<file path="src/rtl/game_keypad_scan_if.sv">
`default_nettype none
// ============================================================================
// Module   : game_keypad_scan_if
// Brief    : Keypad matrix lines and key-event outputs of game_keypad_scan.
// Revision : 1.0 - initial release
// ============================================================================
interface game_keypad_scan_if;
    logic [3:0] col;
    logic [3:0] row;
    logic [3:0] key_code;
    logic       key_valid;
    logic       key_held;

    // master: the scanner (drives rows and key events)
    modport master (
        input  col,
        output row,
        output key_code,
        output key_valid,
        output key_held
    );

    // slave: keypad lines plus the game logic consuming key events
    modport slave (
        output col,
        input  row,
        input  key_code,
        input  key_valid,
        input  key_held
    );
endinterface
`default_nettype wire

</file>
<file path="src/rtl/game_keypad_scan.sv">
`default_nettype none
// ============================================================================
// Module   : game_keypad_scan
// Brief    : 4x4 active-low keypad scanner with per-scan debounce and one-cycle
//            key events. Define KEYPAD_REPEAT_EN to add held-key auto-repeat.
// Revision : 1.0 - initial release
// ============================================================================
module game_keypad_scan #(
    parameter int SCAN_DIV       = 50000,
    parameter int DEBOUNCE_SCANS = 4,
    parameter int REPEAT_DELAY   = 200,
    parameter int REPEAT_RATE    = 40
) (
    input  wire logic            clk,
    input  wire logic            rst,
    game_keypad_scan_if.master   kp
);

    localparam int         c_div_w   = $clog2(SCAN_DIV);
    localparam logic [c_div_w-1:0] c_div_last = c_div_w'(SCAN_DIV - 1);
    localparam logic [3:0] c_deb     = 4'(DEBOUNCE_SCANS);

    typedef enum logic [0:0] {
        S_RELEASED = 1'b0,
        S_PRESSED  = 1'b1
    } state_t;

    logic [3:0]         r_col_meta_q, r_col_sync_q;
    logic [c_div_w-1:0] r_div_cnt_q,  w_div_cnt_d;
    logic [1:0]         r_row_idx_q,  w_row_idx_d;
    logic [15:0]        r_snapshot_q, w_snapshot_d;
    logic               r_eval_q,     w_eval_d;
    logic               r_cand_vld_q, w_cand_vld_d;
    logic [3:0]         r_cand_code_q, w_cand_code_d;
    logic [3:0]         r_stab_cnt_q, w_stab_cnt_d;
    logic               r_acc_stb_q,  w_acc_stb_d;
    logic               r_acc_vld_q,  w_acc_vld_d;
    logic [3:0]         r_acc_code_q, w_acc_code_d;
    state_t             r_state_q,    w_state_d;
    logic [3:0]         r_key_code_q, w_key_code_d;
    logic               r_key_valid_q, w_key_valid_d;
    logic               r_key_held_q, w_key_held_d;

    logic               w_row_last;
    logic               w_res_vld;
    logic [3:0]         w_res_code;

`ifdef KEYPAD_REPEAT_EN
    localparam logic [15:0] c_rep_delay = 16'(REPEAT_DELAY);
    localparam logic [15:0] c_rep_rate  = 16'(REPEAT_RATE);

    logic [15:0] r_rep_cnt_q, w_rep_cnt_d;
    logic        r_rep_armed_q, w_rep_armed_d;
    logic [15:0] w_rep_inc;
    logic [15:0] w_rep_target;

    assign w_rep_inc    = r_rep_cnt_q + 16'd1;
    assign w_rep_target = r_rep_armed_q ? c_rep_rate : c_rep_delay;
`else
    // Repeat timing has no effect in this build; the empty block only references it.
    if (REPEAT_DELAY < 1 || REPEAT_RATE < 1) begin : g_repeat_params_ignored
    end
`endif

    // ------------------------------------------------------------------
    // Row sequencing and column snapshot
    // ------------------------------------------------------------------
    assign w_row_last = (r_div_cnt_q == c_div_last);

    always_comb begin
        w_div_cnt_d  = w_row_last ? '0 : r_div_cnt_q + 1'b1;
        w_row_idx_d  = w_row_last ? r_row_idx_q + 2'd1 : r_row_idx_q;
        w_snapshot_d = r_snapshot_q;
        if (w_row_last) begin
            w_snapshot_d[{r_row_idx_q, 2'b00} +: 4] = ~r_col_sync_q;
        end
        w_eval_d = w_row_last && (r_row_idx_q == 2'd3);
    end

    // ------------------------------------------------------------------
    // Scan result: exactly one pressed key, anything else is NONE
    // ------------------------------------------------------------------
    assign w_res_vld = (r_snapshot_q != 16'd0) &&
                       ((r_snapshot_q & (r_snapshot_q - 16'd1)) == 16'd0);

    always_comb begin
        w_res_code = 4'd0;
        for (int i = 0; i < 16; i++) begin
            if (r_snapshot_q[i]) begin
                w_res_code = 4'(i);
            end
        end
        if (!w_res_vld) begin
            w_res_code = 4'd0;
        end
    end

    // ------------------------------------------------------------------
    // Debounce across full scans
    // ------------------------------------------------------------------
    always_comb begin
        w_cand_vld_d  = r_cand_vld_q;
        w_cand_code_d = r_cand_code_q;
        w_stab_cnt_d  = r_stab_cnt_q;
        w_acc_vld_d   = r_acc_vld_q;
        w_acc_code_d  = r_acc_code_q;
        if (r_eval_q) begin
            if ((w_res_vld == r_cand_vld_q) && (w_res_code == r_cand_code_q)) begin
                if (r_stab_cnt_q != c_deb) begin
                    w_stab_cnt_d = r_stab_cnt_q + 4'd1;
                end
            end else begin
                w_cand_vld_d  = w_res_vld;
                w_cand_code_d = w_res_code;
                w_stab_cnt_d  = 4'd1;
            end
            w_acc_vld_d  = w_res_vld;
            w_acc_code_d = w_res_code;
        end
        w_acc_stb_d = r_eval_q && (w_stab_cnt_d == c_deb);
    end

    // ------------------------------------------------------------------
    // Press/release FSM, fed once per scan by the accepted result
    // ------------------------------------------------------------------
    always_comb begin
        w_state_d     = r_state_q;
        w_key_code_d  = r_key_code_q;
        w_key_valid_d = 1'b0;
        w_key_held_d  = r_key_held_q;
`ifdef KEYPAD_REPEAT_EN
        w_rep_cnt_d   = r_rep_cnt_q;
        w_rep_armed_d = r_rep_armed_q;
`endif
        if (r_acc_stb_q) begin
            case (r_state_q)
                S_RELEASED: begin
                    if (r_acc_vld_q) begin
                        w_key_code_d  = r_acc_code_q;
                        w_key_valid_d = 1'b1;
                        w_key_held_d  = 1'b1;
                        w_state_d     = S_PRESSED;
`ifdef KEYPAD_REPEAT_EN
                        w_rep_cnt_d   = 16'd0;
                        w_rep_armed_d = 1'b0;
`endif
                    end
                end
                S_PRESSED: begin
                    if (!r_acc_vld_q) begin
                        w_key_held_d  = 1'b0;
                        w_state_d     = S_RELEASED;
`ifdef KEYPAD_REPEAT_EN
                        w_rep_cnt_d   = 16'd0;
                        w_rep_armed_d = 1'b0;
`endif
                    end else if (r_acc_code_q != r_key_code_q) begin
                        w_key_code_d  = r_acc_code_q;
                        w_key_valid_d = 1'b1;
`ifdef KEYPAD_REPEAT_EN
                        w_rep_cnt_d   = 16'd0;
                        w_rep_armed_d = 1'b0;
`endif
                    end else begin
`ifdef KEYPAD_REPEAT_EN
                        // First repeat after REPEAT_DELAY scans, then every REPEAT_RATE.
                        if (w_rep_inc == w_rep_target) begin
                            w_key_valid_d = 1'b1;
                            w_rep_cnt_d   = 16'd0;
                            w_rep_armed_d = 1'b1;
                        end else begin
                            w_rep_cnt_d   = w_rep_inc;
                        end
`endif
                    end
                end
            endcase
        end
    end

    always_ff @(posedge clk) begin
        if (rst) begin
            r_col_meta_q  <= 4'hF;
            r_col_sync_q  <= 4'hF;
            r_div_cnt_q   <= '0;
            r_row_idx_q   <= 2'd0;
            r_snapshot_q  <= 16'd0;
            r_eval_q      <= 1'b0;
            r_cand_vld_q  <= 1'b0;
            r_cand_code_q <= 4'd0;
            r_stab_cnt_q  <= 4'd0;
            r_acc_stb_q   <= 1'b0;
            r_acc_vld_q   <= 1'b0;
            r_acc_code_q  <= 4'd0;
            r_state_q     <= S_RELEASED;
            r_key_code_q  <= 4'd0;
            r_key_valid_q <= 1'b0;
            r_key_held_q  <= 1'b0;
`ifdef KEYPAD_REPEAT_EN
            r_rep_cnt_q   <= 16'd0;
            r_rep_armed_q <= 1'b0;
`endif
        end else begin
            r_col_meta_q  <= kp.col;
            r_col_sync_q  <= r_col_meta_q;
            r_div_cnt_q   <= w_div_cnt_d;
            r_row_idx_q   <= w_row_idx_d;
            r_snapshot_q  <= w_snapshot_d;
            r_eval_q      <= w_eval_d;
            r_cand_vld_q  <= w_cand_vld_d;
            r_cand_code_q <= w_cand_code_d;
            r_stab_cnt_q  <= w_stab_cnt_d;
            r_acc_stb_q   <= w_acc_stb_d;
            r_acc_vld_q   <= w_acc_vld_d;
            r_acc_code_q  <= w_acc_code_d;
            r_state_q     <= w_state_d;
            r_key_code_q  <= w_key_code_d;
            r_key_valid_q <= w_key_valid_d;
            r_key_held_q  <= w_key_held_d;
`ifdef KEYPAD_REPEAT_EN
            r_rep_cnt_q   <= w_rep_cnt_d;
            r_rep_armed_q <= w_rep_armed_d;
`endif
        end
    end

    assign kp.row       = ~(4'b0001 << r_row_idx_q);
    assign kp.key_code  = r_key_code_q;
    assign kp.key_valid = r_key_valid_q;
    assign kp.key_held  = r_key_held_q;

endmodule
`default_nettype wire

</file>
<file path="src/flat_wrapper.sv">
// flat-port wrapper written by rule: the top's interface ports become plain ports
module game_keypad_scan_flat 
#(
    parameter int SCAN_DIV       = 50000,
    parameter int DEBOUNCE_SCANS = 4,
    parameter int REPEAT_DELAY   = 200,
    parameter int REPEAT_RATE    = 40
)
  (clk, rst, kp_col, kp_row, kp_key_code, kp_key_valid, kp_key_held);
  game_keypad_scan_if kp_i ();
  input  wire logic clk;
  input  wire logic rst;
  input wire logic [$bits(kp_i.col)-1:0] kp_col;
  output wire logic [$bits(kp_i.row)-1:0] kp_row;
  output wire logic [$bits(kp_i.key_code)-1:0] kp_key_code;
  output wire logic [$bits(kp_i.key_valid)-1:0] kp_key_valid;
  output wire logic [$bits(kp_i.key_held)-1:0] kp_key_held;
  assign kp_i.col = kp_col;
  assign kp_row = kp_i.row;
  assign kp_key_code = kp_i.key_code;
  assign kp_key_valid = kp_i.key_valid;
  assign kp_key_held = kp_i.key_held;
  game_keypad_scan #(.SCAN_DIV(SCAN_DIV), .DEBOUNCE_SCANS(DEBOUNCE_SCANS), .REPEAT_DELAY(REPEAT_DELAY), .REPEAT_RATE(REPEAT_RATE)) u_core (.clk(clk), .rst(rst), .kp(kp_i));
endmodule
</file>
<file path="config.mk">
export PLATFORM = sky130hd
export DESIGN_NAME = game_keypad_scan_flat
export DESIGN_NICKNAME = d
export VERILOG_FILES = /design/src/rtl/game_keypad_scan_if.sv /design/src/rtl/game_keypad_scan.sv /design/src/flat_wrapper.sv
export SDC_FILE = /design/constraint.sdc
export NUM_CORES = 1
export LEC_CHECK = 0
export CAP_MARGIN = 20
export CORE_UTILIZATION = 55
export DETAILED_ROUTE_END_ITERATION = 6
export GPL_ROUTABILITY_DRIVEN = 0
export PLACE_DENSITY_LB_ADDON = 0.15
export RECOVER_POWER = 25
export SLEW_MARGIN = 20
export SYNTH_ARGS = -nofsm -noshare
export SYNTH_HDL_FRONTEND = slang
export SYNTH_SLANG_ARGS = --single-unit
</file>
<file path="constraint.sdc">
create_clock -name clk -period 3.92 [get_ports clk]
set_input_delay 0.392 -clock clk [delete_from_list [all_inputs] [get_ports clk]]
set_output_delay 0.392 -clock clk [all_outputs]
set_load 0.05 [all_outputs]
</file>
==> run summary <==
Outcome: completed
Detail Route Antenna Nets: 0
Yosys warns: 0
Adder-cell share of the synthesized area: 5.08%
Placed Cells: 432
Main area contributors after synthesis: dfxtp_1 (43%), nor2_1 (6.1%), a21oi_1 (4.6%)
H-tree depth: 3
Cell Area, Synth: 3060 µm²
Clk root buf: clkbuf_8
Net Sw Frac: 20.9%
Clk Latency, worst-skew pair: 0.33 ns
Worst path required time: 4.19 ns
Final period utilization: 76.0%
Vias in the first global route: 2,390
Comb power frac: 1.8%
Final clock skew: 0.00883 ns
Rel. slew slack: 32.0%
Biggest cell delay along the critical path: 0.64 ns
Simple-gate share of the synthesized area: 26.4%
Most common cell in the synthesized netlist: dfxtp_1
Tmin final: 2.98 ns
Crit path capture type: flip-flop
Crit Path Max Fanout: 9
Initial antenna violation count: 0
VDD IR max: 0.218 mV
Starting Density: 58.3%
Initial DRC Count: 113
Die footprint: 5860 µm²
Cell Pwr Density: 361 nW/µm²
Dominant synthesized flop cell: dfxtp_1
Vias after detailed routing: 2,509
Ys async rst share: 0%
Max clock buf depth: 2
CP Class: reg -> reg
Die H: 76.5 µm
Mean Syn Cell Area: 8.53 µm²
Post-Syn Nets: 374
#FFs+latches synth: 65
Drt drc: 0
CP delay by family, top: simple AND/OR/NAND/NOR gates
Yosys top cell area share: 42.6%
RSZ-0062 raised after global routing: no
Fin Setup TNS: 0 ns
DRT Pass-1 Iters: 5
Area growth, synth to finish: 12.8%
Largest net degree at the start of global routing: 28
Post-route insts no fill: 448
I/O pin count: 16
Worst-path cell chain: or4_1, nand2b_1, or4_4, a221oi_4, nor3_2, a311oi_4, o221a_1
Nets@finish: 389
Post-synthesis compound-gate area fraction: 13.0%
Row count: 26
Clock-pin transition on the worst setup and hold timing paths: 0.07 ns
Gr usage total: 22.5%
Setup Viol. Count Final: 0
Tightest Pin Transition: 1.02 ns
Largest family of logic cells by synthesized area: simple AND/OR/NAND/NOR gates
Post-synth EDFFs: 0
Post-synthesis mux area share: 2.62%
CTS Hold Bufs: 0
Die Width: 76.5 µm
# Post-CTS Setup Buffers: 0
Routed length per instance: 13.1 µm
Crit path launch type: flip-flop
HPWL after DPL: 4.29 mm
Top achievable clock speed: 0.336 GHz
Diodes inserted: 0
CP max-delay cell: or4_1
Global-route wire length before repair: 10.5 mm
Max-cap viol count: 0
Worst min-delay path category: reg -> reg
CTS tree: done
GRT overflow: 0
Yosys cell types: 47
Final Max Tran Viols: 0
Leak pwr: 1.26 nW
Fraction of layout cells with a size suffix above 1: 7.67%
Proportion of synthesized chip area in sequential cells: 42.6%
Clk pwr share: 44.3%
Post-synth top cells: dfxtp_1 (65), nor2_1 (50), a21oi_1 (28)
Int Power: 985 µW
NetSw: 261 µW
Core Area: 5240 µm²
Yosys top cell by area: dfxtp_1
Port bufs: 15
DRT Wirelength: 5.89 mm
Vias per inst: 5.60
Arrival time worst endpoint: 3.25 ns
Critical path buffer and inverter count: 0
Endpoints failing hold: 0
CTS Buf Count: 9
Synth Area in XOR/XNOR: 6.31%
Clock sinks: 65
Reg power frac: 53.9%
Syn Inst Count: 358
Resized cells post-CTS: 0
-- sequential cells by signal (all words and copies together), names as in the netlist, 2 cells and up --
signal and count:
u_core.r_div_cnt_q 16, u_core.r_snapshot_q 16, u_core.kp.key_code 4, u_core.r_acc_code_q 4, u_core.r_cand_code_q 4, u_core.r_col_meta_q 4, u_core.r_col_sync_q 4, u_core.r_stab_cnt_q 4
u_core.r_row_idx_q 2
-- power groups by stage --
stage,sequential [mW],combinational [mW],clock [mW]
floorplan,0.684,0.0159,0
global placement,0.686,0.0235,0
detailed placement,0.686,0.0241,0
CTS,0.671,0.0243,0.563
global route,0.671,0.0261,0.596
finish,0.671,0.0229,0.552
-- logic make-up after synthesis --
group	count (synthesis)
AND/OR/NAND/NOR	161
adder cells (fa/ha/maj)	13
flip-flops	65
XOR/XNOR	22
AO/OA/AOI/OAI	57
multiplexers	8
buffers and inverters	32
-- metal layers --
metal  vias up  part of all wire, %  global-route usage, %
met3        10                  3.4                   4.79
li1       1291                    -                      -
met4         0                  1.6                   11.0
met2        62                   48                   38.8
met1      1146                   46                   26.3
met5         -                    0                      0
-- stage by stage --
stage	instance area [µm²]	total power [mW]	hold WS (ns)	setup WS [ns]	util (%)
after floorplan	3060	0.700	0.389	1.19	-
after global placement	3250	0.709	0.391	1.06	62.1
after detailed placement	3250	0.710	0.393	0.961	62.1
after CTS	3450	1.26	0.410	0.950	65.9
after global routing	3450	1.29	0.422	0.772	65.8
final	3450	1.25	0.408	0.942	65.8
-- cells in the final DEF, fill, tap and decap left out, types with 10 or more instances in the layout --
| cell | instances |
|---|---|
| xnor2_1 | 12 |
| nand2_1 | 22 |
| dfxtp_1 | 65 |
| clkbuf_8 | 10 |
| nor3_1 | 19 |
| nor2_1 | 50 |
| a21oi_1 | 28 |
| or2_2 | 10 |
| ha_1 | 10 |
| clkdlybuf4s50_1 | 13 |
| nand3_1 | 17 |
| xor2_1 | 10 |
| inv_1 | 19 |
-- final timing paths --
| path | start | to | slack [ns] | depth (start not counted) |
|---|---|---|---|---|
| max | u_core.r_snapshot_q[0] | u_core.r_stab_cnt_q[0] | 0.94 | 7 |
| min | u_core.r_col_meta_q[2] | u_core.r_col_sync_q[2] | 0.41 | 1 |
| max reg2reg | u_core.r_snapshot_q[0] | u_core.r_stab_cnt_q[0] | 0.94 | 7 |
| min reg2reg | u_core.r_col_meta_q[2] | u_core.r_col_sync_q[2] | 0.41 | 1 |
-- layout make-up --
class / count / area (µm²)
tap: 70 / 87.6
fill: 458 / 1790
sequential: 65 / 1300
multi-input combinational: 261 / 1630
clock inverter: 5 / 55.1
timing repair buffer: 16 / 154
clock buffer: 11 / 141
inverter: 20 / 75.1
Note: power is estimated with default switching activity, not from simulation.
